===== src/rtl/ls166_pixel_shifter.sv =====
// Cascaded 74LS166-style plane serialiser: one pixel per ce, first pixel visible 1 ce after load.
// Pulls groups with need_data/load_req; a missing reload at the last phase ends the run with underrun.
module ls166_pixel_shifter #(
  parameter int PLANES = 2,
  parameter int WIDTH  = 8,
  parameter int PAL_W  = 4
) (
  input  logic                     clk,
  input  logic                     n_clr,
  input  logic                     ce,
  input  logic                     load_req,
  input  logic [PLANES*WIDTH-1:0]  d,
  input  logic                     flip,
  input  logic [PAL_W-1:0]         pal_in,
  input  logic                     win_en,
  output logic [PLANES-1:0]        pix_out,
  output logic [PAL_W-1:0]         pal_out,
  output logic                     opaque,
  output logic                     need_data,
  output logic                     underrun,
  output logic                     busy
);

  localparam int            PW   = $clog2(WIDTH);
  localparam logic [PW-1:0] LAST = PW'(WIDTH - 1);
  localparam logic [PW-1:0] NEAR = PW'(WIDTH - 2);

  typedef enum logic {IDLE, RUN} state_t;

  state_t                       state;
  logic [PW-1:0]                phase;
  logic [PLANES-1:0][WIDTH-1:0] sr;
  logic                         flip_q;
  logic [PAL_W-1:0]             pal_q;
  logic [PLANES-1:0]            head;
  logic                         at_last;
  logic                         show;

  assign at_last = (state == RUN) && (phase == LAST);

  always_ff @(posedge clk or negedge n_clr) begin
    if (!n_clr) begin
      state  <= IDLE;
      phase  <= '0;
      sr     <= '0;
      flip_q <= 1'b0;
      pal_q  <= '0;
    end else if (ce) begin
      // A reload is only honoured from IDLE or on the last pixel, so the seam stays gapless.
      if ((state == IDLE || at_last) && load_req) begin
        state  <= RUN;
        phase  <= '0;
        sr     <= d;
        flip_q <= flip;
        pal_q  <= pal_in;
      end else if (at_last) begin
        state <= IDLE;
        phase <= '0;
        sr    <= '0;
      end else if (state == RUN) begin
        phase <= phase + PW'(1);
        for (int p = 0; p < PLANES; p++) begin
          sr[p] <= flip_q ? (sr[p] >> 1) : (sr[p] << 1);
        end
      end
    end
  end

  always_comb begin
    head = '0;
    for (int p = 0; p < PLANES; p++) begin
      head[p] = flip_q ? sr[p][0] : sr[p][WIDTH-1];
    end
  end

  assign busy      = (state == RUN);
  assign show      = busy & win_en;
  assign pix_out   = head & {PLANES{show}};
  assign pal_out   = show ? pal_q : '0;
  assign opaque    = |pix_out;
  assign need_data = ce & busy & (phase == NEAR);
  assign underrun  = ce & at_last & ~load_req;

endmodule


===== config.mk =====
export PLATFORM = sky130hd
export DESIGN_NAME = ls166_pixel_shifter
export DESIGN_NICKNAME = d
export VERILOG_FILES = /design/src/rtl/ls166_pixel_shifter.sv
export SDC_FILE = /design/constraint.sdc
export NUM_CORES = 1
export LEC_CHECK = 0
export BUFFER_PORTS_ARGS = -buffer_cell sky130_fd_sc_hd__buf_2
export CAP_MARGIN = 20
export CELL_PAD_IN_SITES_DETAIL_PLACEMENT = 2
export CELL_PAD_IN_SITES_GLOBAL_PLACEMENT = 2
export CORE_UTILIZATION = 34
export CTS_BUF_LIST = sky130_fd_sc_hd__clkbuf_8
export DETAILED_ROUTE_END_ITERATION = 7
export GPL_TIMING_DRIVEN = 0
export HOLD_SLACK_MARGIN = 0.08
export PLACE_DENSITY = 0.89
export SLEW_MARGIN = 20
export SYNTH_ARGS = -nofsm -noshare
export SYNTH_HDL_FRONTEND = slang
export SYNTH_SLANG_ARGS = --single-unit

===== constraint.sdc =====
create_clock -name clk -period 2 [get_ports clk]
set_input_delay 0.3 -clock clk [delete_from_list [all_inputs] [get_ports clk]]
set_output_delay 0.3 -clock clk [all_outputs]
set_load 0.005 [all_outputs]

==> impl_metrics.prom <==
# TYPE chip_impl_metric gauge
chip_impl_info{name="run_status",value="complete, no violations"} 1
chip_impl_metric{name="post_synth_instance_area",unit="mm²"} 0.00144
chip_impl_info{name="cts_root_buffer",value="sky130_fd_sc_hd__clkbuf_8"} 1
chip_impl_metric{name="detailed_routing_iteration_count_for_the_pre_antenna_repair_pass",unit=""} 4
chip_impl_metric{name="fraction_of_the_yosys_area_taken_by_sequential_cells",unit="%"} 43.4
chip_impl_metric{name="synth_seq_cells",unit=""} 25
chip_impl_metric{name="io_pins",unit=""} 36
chip_impl_metric{name="sequential_share_of_power",unit="%"} 40.2
chip_impl_metric{name="power.switching",unit="mW"} 0.939
chip_impl_metric{name="route.vias.total",unit=""} 1286
chip_impl_info{name="crit_chain",value="ha_1 -> ha_2 -> nand2b_1 -> buf_6 -> and3_4 -> buf_6 -> mux2_4"} 1
chip_impl_info{name="grt_setup_unrepaired",value="no"} 1
chip_impl_metric{name="cp_num_cells",unit=""} 7
chip_impl_metric{name="power.share.combinational",unit="%"} 46.0
chip_impl_info{name="r2r-start",value="phase[1]$_DFFE_PN0P_"} 1
chip_impl_metric{name="switching_share",unit="%"} 38.9
chip_impl_metric{name="finalWeightedCongestion",unit=""} 0.751
chip_impl_metric{name="post_synth_num_cell_types",unit=""} 31
chip_impl_metric{name="placedCellCount",unit=""} 225
chip_impl_metric{name="dp_worst_setup_slack",unit="ps"} 68.2
chip_impl_metric{name="synth_cells",unit=""} 140
chip_impl_metric{name="worst_skew_pair.late_latency",unit="ps"} 290
chip_impl_metric{name="grt_usage",unit="%"} 21.2
chip_impl_metric{name="num-nets-final",unit=""} 209
chip_impl_metric{name="synth_top_area_share",unit="%"} 43.4
chip_impl_info{name="cpMostUsedCell",value="sky130_fd_sc_hd__buf_6"} 1
chip_impl_metric{name="grt_first_pass_wirelength",unit="mm"} 6.98
chip_impl_info{name="cts_tree",value="built"} 1
chip_impl_metric{name="cts_max_level",unit=""} 1
chip_impl_metric{name="max_slew.worst_pin.slew",unit="ps"} 615
chip_impl_metric{name="antenna_found_initial",unit=""} 0
chip_impl_metric{name="floorplan.die.width",unit="µm"} 67.1
chip_impl_metric{name="vias_per_cell",unit=""} 5.62
chip_impl_metric{name="worst-path-max-fanout",unit=""} 10
chip_impl_metric{name="aggregate_negative_setup_slack",unit="ps"} 0
chip_impl_metric{name="antenna_violating_nets_post_route",unit=""} 0
chip_impl_metric{name="critical_path_buf_inv_count",unit=""} 2
chip_impl_metric{name="cts.sink_count",unit=""} 25
chip_impl_metric{name="fin_total_pwr",unit="mW"} 2.41
chip_impl_metric{name="rr_worst_depth",unit=""} 7
chip_impl_metric{name="clk_network_pwr_share",unit="%"} 13.8
chip_impl_metric{name="postSynthNetCount",unit=""} 169
chip_impl_metric{name="remaining_drc_errors",unit=""} 0
chip_impl_metric{name="port_buffers",unit=""} 35
chip_impl_metric{name="dp_hpwl",unit="mm"} 3.25
chip_impl_metric{name="fp.dieArea",unit="mm²"} 0.00451
chip_impl_metric{name="global_route.overflow_total",unit=""} 0
chip_impl_metric{name="clk_pin_slew",unit="ps"} 100
chip_impl_metric{name="yosys_warnings",unit=""} 0
chip_impl_metric{name="total_wirelength_of_the_detailed_routed_design",unit="mm"} 4.36
chip_impl_info{name="synth.top_cells.by_count",value="25 x sky130_fd_sc_hd__dfrtp_1, 20 x sky130_fd_sc_hd__nor2_1, 16 x sky130_fd_sc_hd__a21oi_1"} 1
chip_impl_metric{name="max-vdd-ir-drop",unit="mV"} 0.402
chip_impl_metric{name="non_filler_cells_in_the_finished_layout",unit=""} 229
chip_impl_info{name="critical_path.slowest_cell",value="sky130_fd_sc_hd__dfrtp_1"} 1
chip_impl_metric{name="number_of_synthesized_flops_with_an_enable_pin",unit=""} 0
chip_impl_metric{name="violation_count_after_the_first_detailed_route_iteration",unit=""} 32
chip_impl_metric{name="final_min_period_over_clock_period",unit="%"} 94.0
chip_impl_metric{name="finish.utilization",unit="%"} 43.1
chip_impl_metric{name="num_antenna_cells",unit=""} 0
chip_impl_metric{name="timing.slew.headroom",unit="%"} 59.0
chip_impl_metric{name="arrival",unit="ps"} 2060
chip_impl_metric{name="n_fill_cell",unit=""} 455
chip_impl_info{name="timing.hold.worst.class",value="input pin to register"} 1
chip_impl_metric{name="fp.dieH",unit="µm"} 67.1
chip_impl_metric{name="finalMaxSlewViolations",unit=""} 0
chip_impl_info{name="synthMostInstantiatedCell",value="sky130_fd_sc_hd__dfrtp_1"} 1
chip_impl_metric{name="timing.reg2reg.setup_slack",unit="ps"} 120
chip_impl_metric{name="synthToLayoutAreaGrowth",unit="%"} 20.5
chip_impl_metric{name="synth_async_sr_flop_share",unit="%"} 100
chip_impl_metric{name="cellPowerDensity",unit="mW/mm²"} 1390
chip_impl_metric{name="max-clock-path-buffers",unit=""} 2
chip_impl_metric{name="cap_violations",unit=""} 0
chip_impl_metric{name="max_freq",unit="GHz"} 0.532
chip_impl_metric{name="setup_viol_count_final",unit=""} 0
chip_impl_metric{name="start_util",unit="%"} 35.8
chip_impl_info{name="dominant_register_cell_in_the_synthesized_netlist",value="sky130_fd_sc_hd__dfrtp_1"} 1
chip_impl_metric{name="finClkSkew",unit="ps"} 10.3
chip_impl_metric{name="core_ar",unit="mm²"} 0.00403
chip_impl_metric{name="total_leakage_power",unit="nW"} 0.787
chip_impl_metric{name="largest_net_degree_at_the_start_of_global_routing",unit=""} 26
chip_impl_metric{name="internal_power",unit="mW"} 1.47
chip_impl_metric{name="final_hold_violation_count",unit=""} 0
chip_impl_metric{name="finalWorstPathRequiredPeriod",unit="ps"} 1880
chip_impl_metric{name="cp.required",unit="ps"} 2180
chip_impl_info{name="crit_path_start_kind",value="register"} 1
chip_impl_metric{name="worst_stage_delay_on_the_critical_path",unit="ps"} 430
chip_impl_info{name="crit_path_start",value="phase[1]$_DFFE_PN0P_"} 1
chip_impl_info{name="end_kind",value="register"} 1
chip_impl_info{name="cp-endpoint",value="flip_q$_DFFE_PN0P_"} 1
chip_impl_metric{name="vias_in_the_first_global_route",unit=""} 1400
chip_impl_metric{name="final.setup.worst_slack",unit="ps"} 119
chip_impl_metric{name="rows",unit=""} 23
chip_impl_info{name="criticalPathCategory",value="register to register"} 1
chip_impl_metric{name="avgSynthCellArea",unit="µm²"} 10.3
chip_impl_metric{name="cts_inserted_buffers",unit=""} 3
chip_impl_metric{name="route.detailed.wl_per_inst",unit="µm"} 19.0
chip_impl_metric{name="post_route_cells_drive_above_1_share",unit="%"} 38.5
chip_impl_info{name="worst_path_dominant_cell_family",value="flip-flops"} 1
chip_impl_info{name="top_area_cells_in_the_synthesized_netlist",value="sky130_fd_sc_hd__dfrtp_1 43%, sky130_fd_sc_hd__mux2_2 9.4%, sky130_fd_sc_hd__a32oi_1 7.3%"} 1
chip_impl_info{name="critical_r2r_capture",value="flip_q$_DFFE_PN0P_"} 1
chip_impl_metric{name="post_cts_buffers",unit=""} 0
chip_impl_info{name="post-synth-top-area-cell",value="sky130_fd_sc_hd__dfrtp_1"} 1
[layout by cell type, fill, tap and decap left out, types with 2 or more instances in the layout]
cell / count
sky130_fd_sc_hd__a211oi_1: 2
sky130_fd_sc_hd__a21oi_1: 16
sky130_fd_sc_hd__a31oi_1: 4
sky130_fd_sc_hd__a32oi_1: 12
sky130_fd_sc_hd__and3_1: 4
sky130_fd_sc_hd__buf_2: 42
sky130_fd_sc_hd__buf_6: 2
sky130_fd_sc_hd__clkbuf_8: 3
sky130_fd_sc_hd__dfrtp_1: 25
sky130_fd_sc_hd__ha_1: 2
sky130_fd_sc_hd__inv_1: 2
sky130_fd_sc_hd__mux2_2: 12
sky130_fd_sc_hd__mux2_4: 5
sky130_fd_sc_hd__mux2i_1: 2
sky130_fd_sc_hd__nand2_1: 5
sky130_fd_sc_hd__nand3_1: 2
sky130_fd_sc_hd__nand3b_1: 2
sky130_fd_sc_hd__nor2_1: 20
[worst register-to-register path, stage by stage (launching register included)]
cell	delay [ps]
sky130_fd_sc_hd__dfrtp_1	430
sky130_fd_sc_hd__ha_1	210
sky130_fd_sc_hd__ha_2	210
sky130_fd_sc_hd__nand2b_1	160
sky130_fd_sc_hd__buf_6	150
sky130_fd_sc_hd__and3_4	180
sky130_fd_sc_hd__buf_6	130
sky130_fd_sc_hd__mux2_4	300
[metrics by stage]
step | hold slack [ps] | instance area [µm²]
4_1_cts | 243 | 1740
6_report | 243 | 1740
3_3_place_gp | 326 | 1680
5_1_grt | 236 | 1740
3_5_place_dp | 348 | 1680
2_1_floorplan | 4.41 | 1440
[area by class of cell]
class / count / area [µm²] / share of cell area (%)
multi-input cells: 101 / 739 / 42.5
flip-flops and latches: 25 / 626 / 36.0
repair buffers: 36 / 185 / 10.7
plain buffers: 11 / 68.8 / 3.96
well taps: 50 / 62.6 / 3.60
clock buffers: 3 / 41.3 / 2.38
clock inverters: 1 / 7.51 / 0.432
inverters: 2 / 7.51 / 0.432
[flip-flops by register name, indices dropped and copies added, names as in the netlist]
signal / cells
sr: 16
busy: 1
pal_q: 4
flip_q: 1
phase: 3
[power groups by stage]
stage                     combinational [mW]  sequential [mW]  clock [mW]
after floorplan                        0.860            0.866           0
after global routing                    1.23             1.00       0.357
after detailed placement                1.15            0.942           0
after global placement                  1.06            0.915           0
final                                   1.11            0.969       0.331
after CTS                               1.12            0.966       0.338
[repair_timing]
| action | in CTS | in global routing |
|---|---|---|
| gates resized for setup | 0 | 1 |
| endpoints found under the setup margin | 1 | 2 |
| endpoints found under the hold margin | 25 | 0 |
| hold buffers | 1 | 0 |
[routing by layer]
metal / GRT usage [%] / vias to the layer above / share of wire [%]
li1: - / 593 / -
met1: 25.1 / 655 / 43
met2: 39.3 / 34 / 52
met3: 3.55 / 4 / 3.7
met4: 5.05 / 0 / 1.1
met5: 0 / - / 0
[logic make-up after synthesis]
| group | share of synthesized area [%] |
|---|---|
| compound gates | 18.5 |
| fa+ha+maj | 2.60 |
| buf+inv | 5.55 |
| flops | 43.4 |
| mux | 17.5 |
| simple gates | 12.5 |
[how the worst min path moves through the flow]
stage,from,endpoint,slack [ps],depth (start not counted)
floorplan,n_clr,busy$_DFFE_PN0P_,4,0
global placement,n_clr,busy$_DFFE_PN0P_,330,1
detailed placement,n_clr,phase[0]$_DFFE_PN0P_,350,1
CTS,pal_in[0],pal_q[0]$_DFFE_PN0P_,240,2
global route,pal_in[3],pal_q[3]$_DFFE_PN0P_,240,2
finish,pal_in[0],pal_q[0]$_DFFE_PN0P_,240,2
Power figures use the tool's default switching activity.
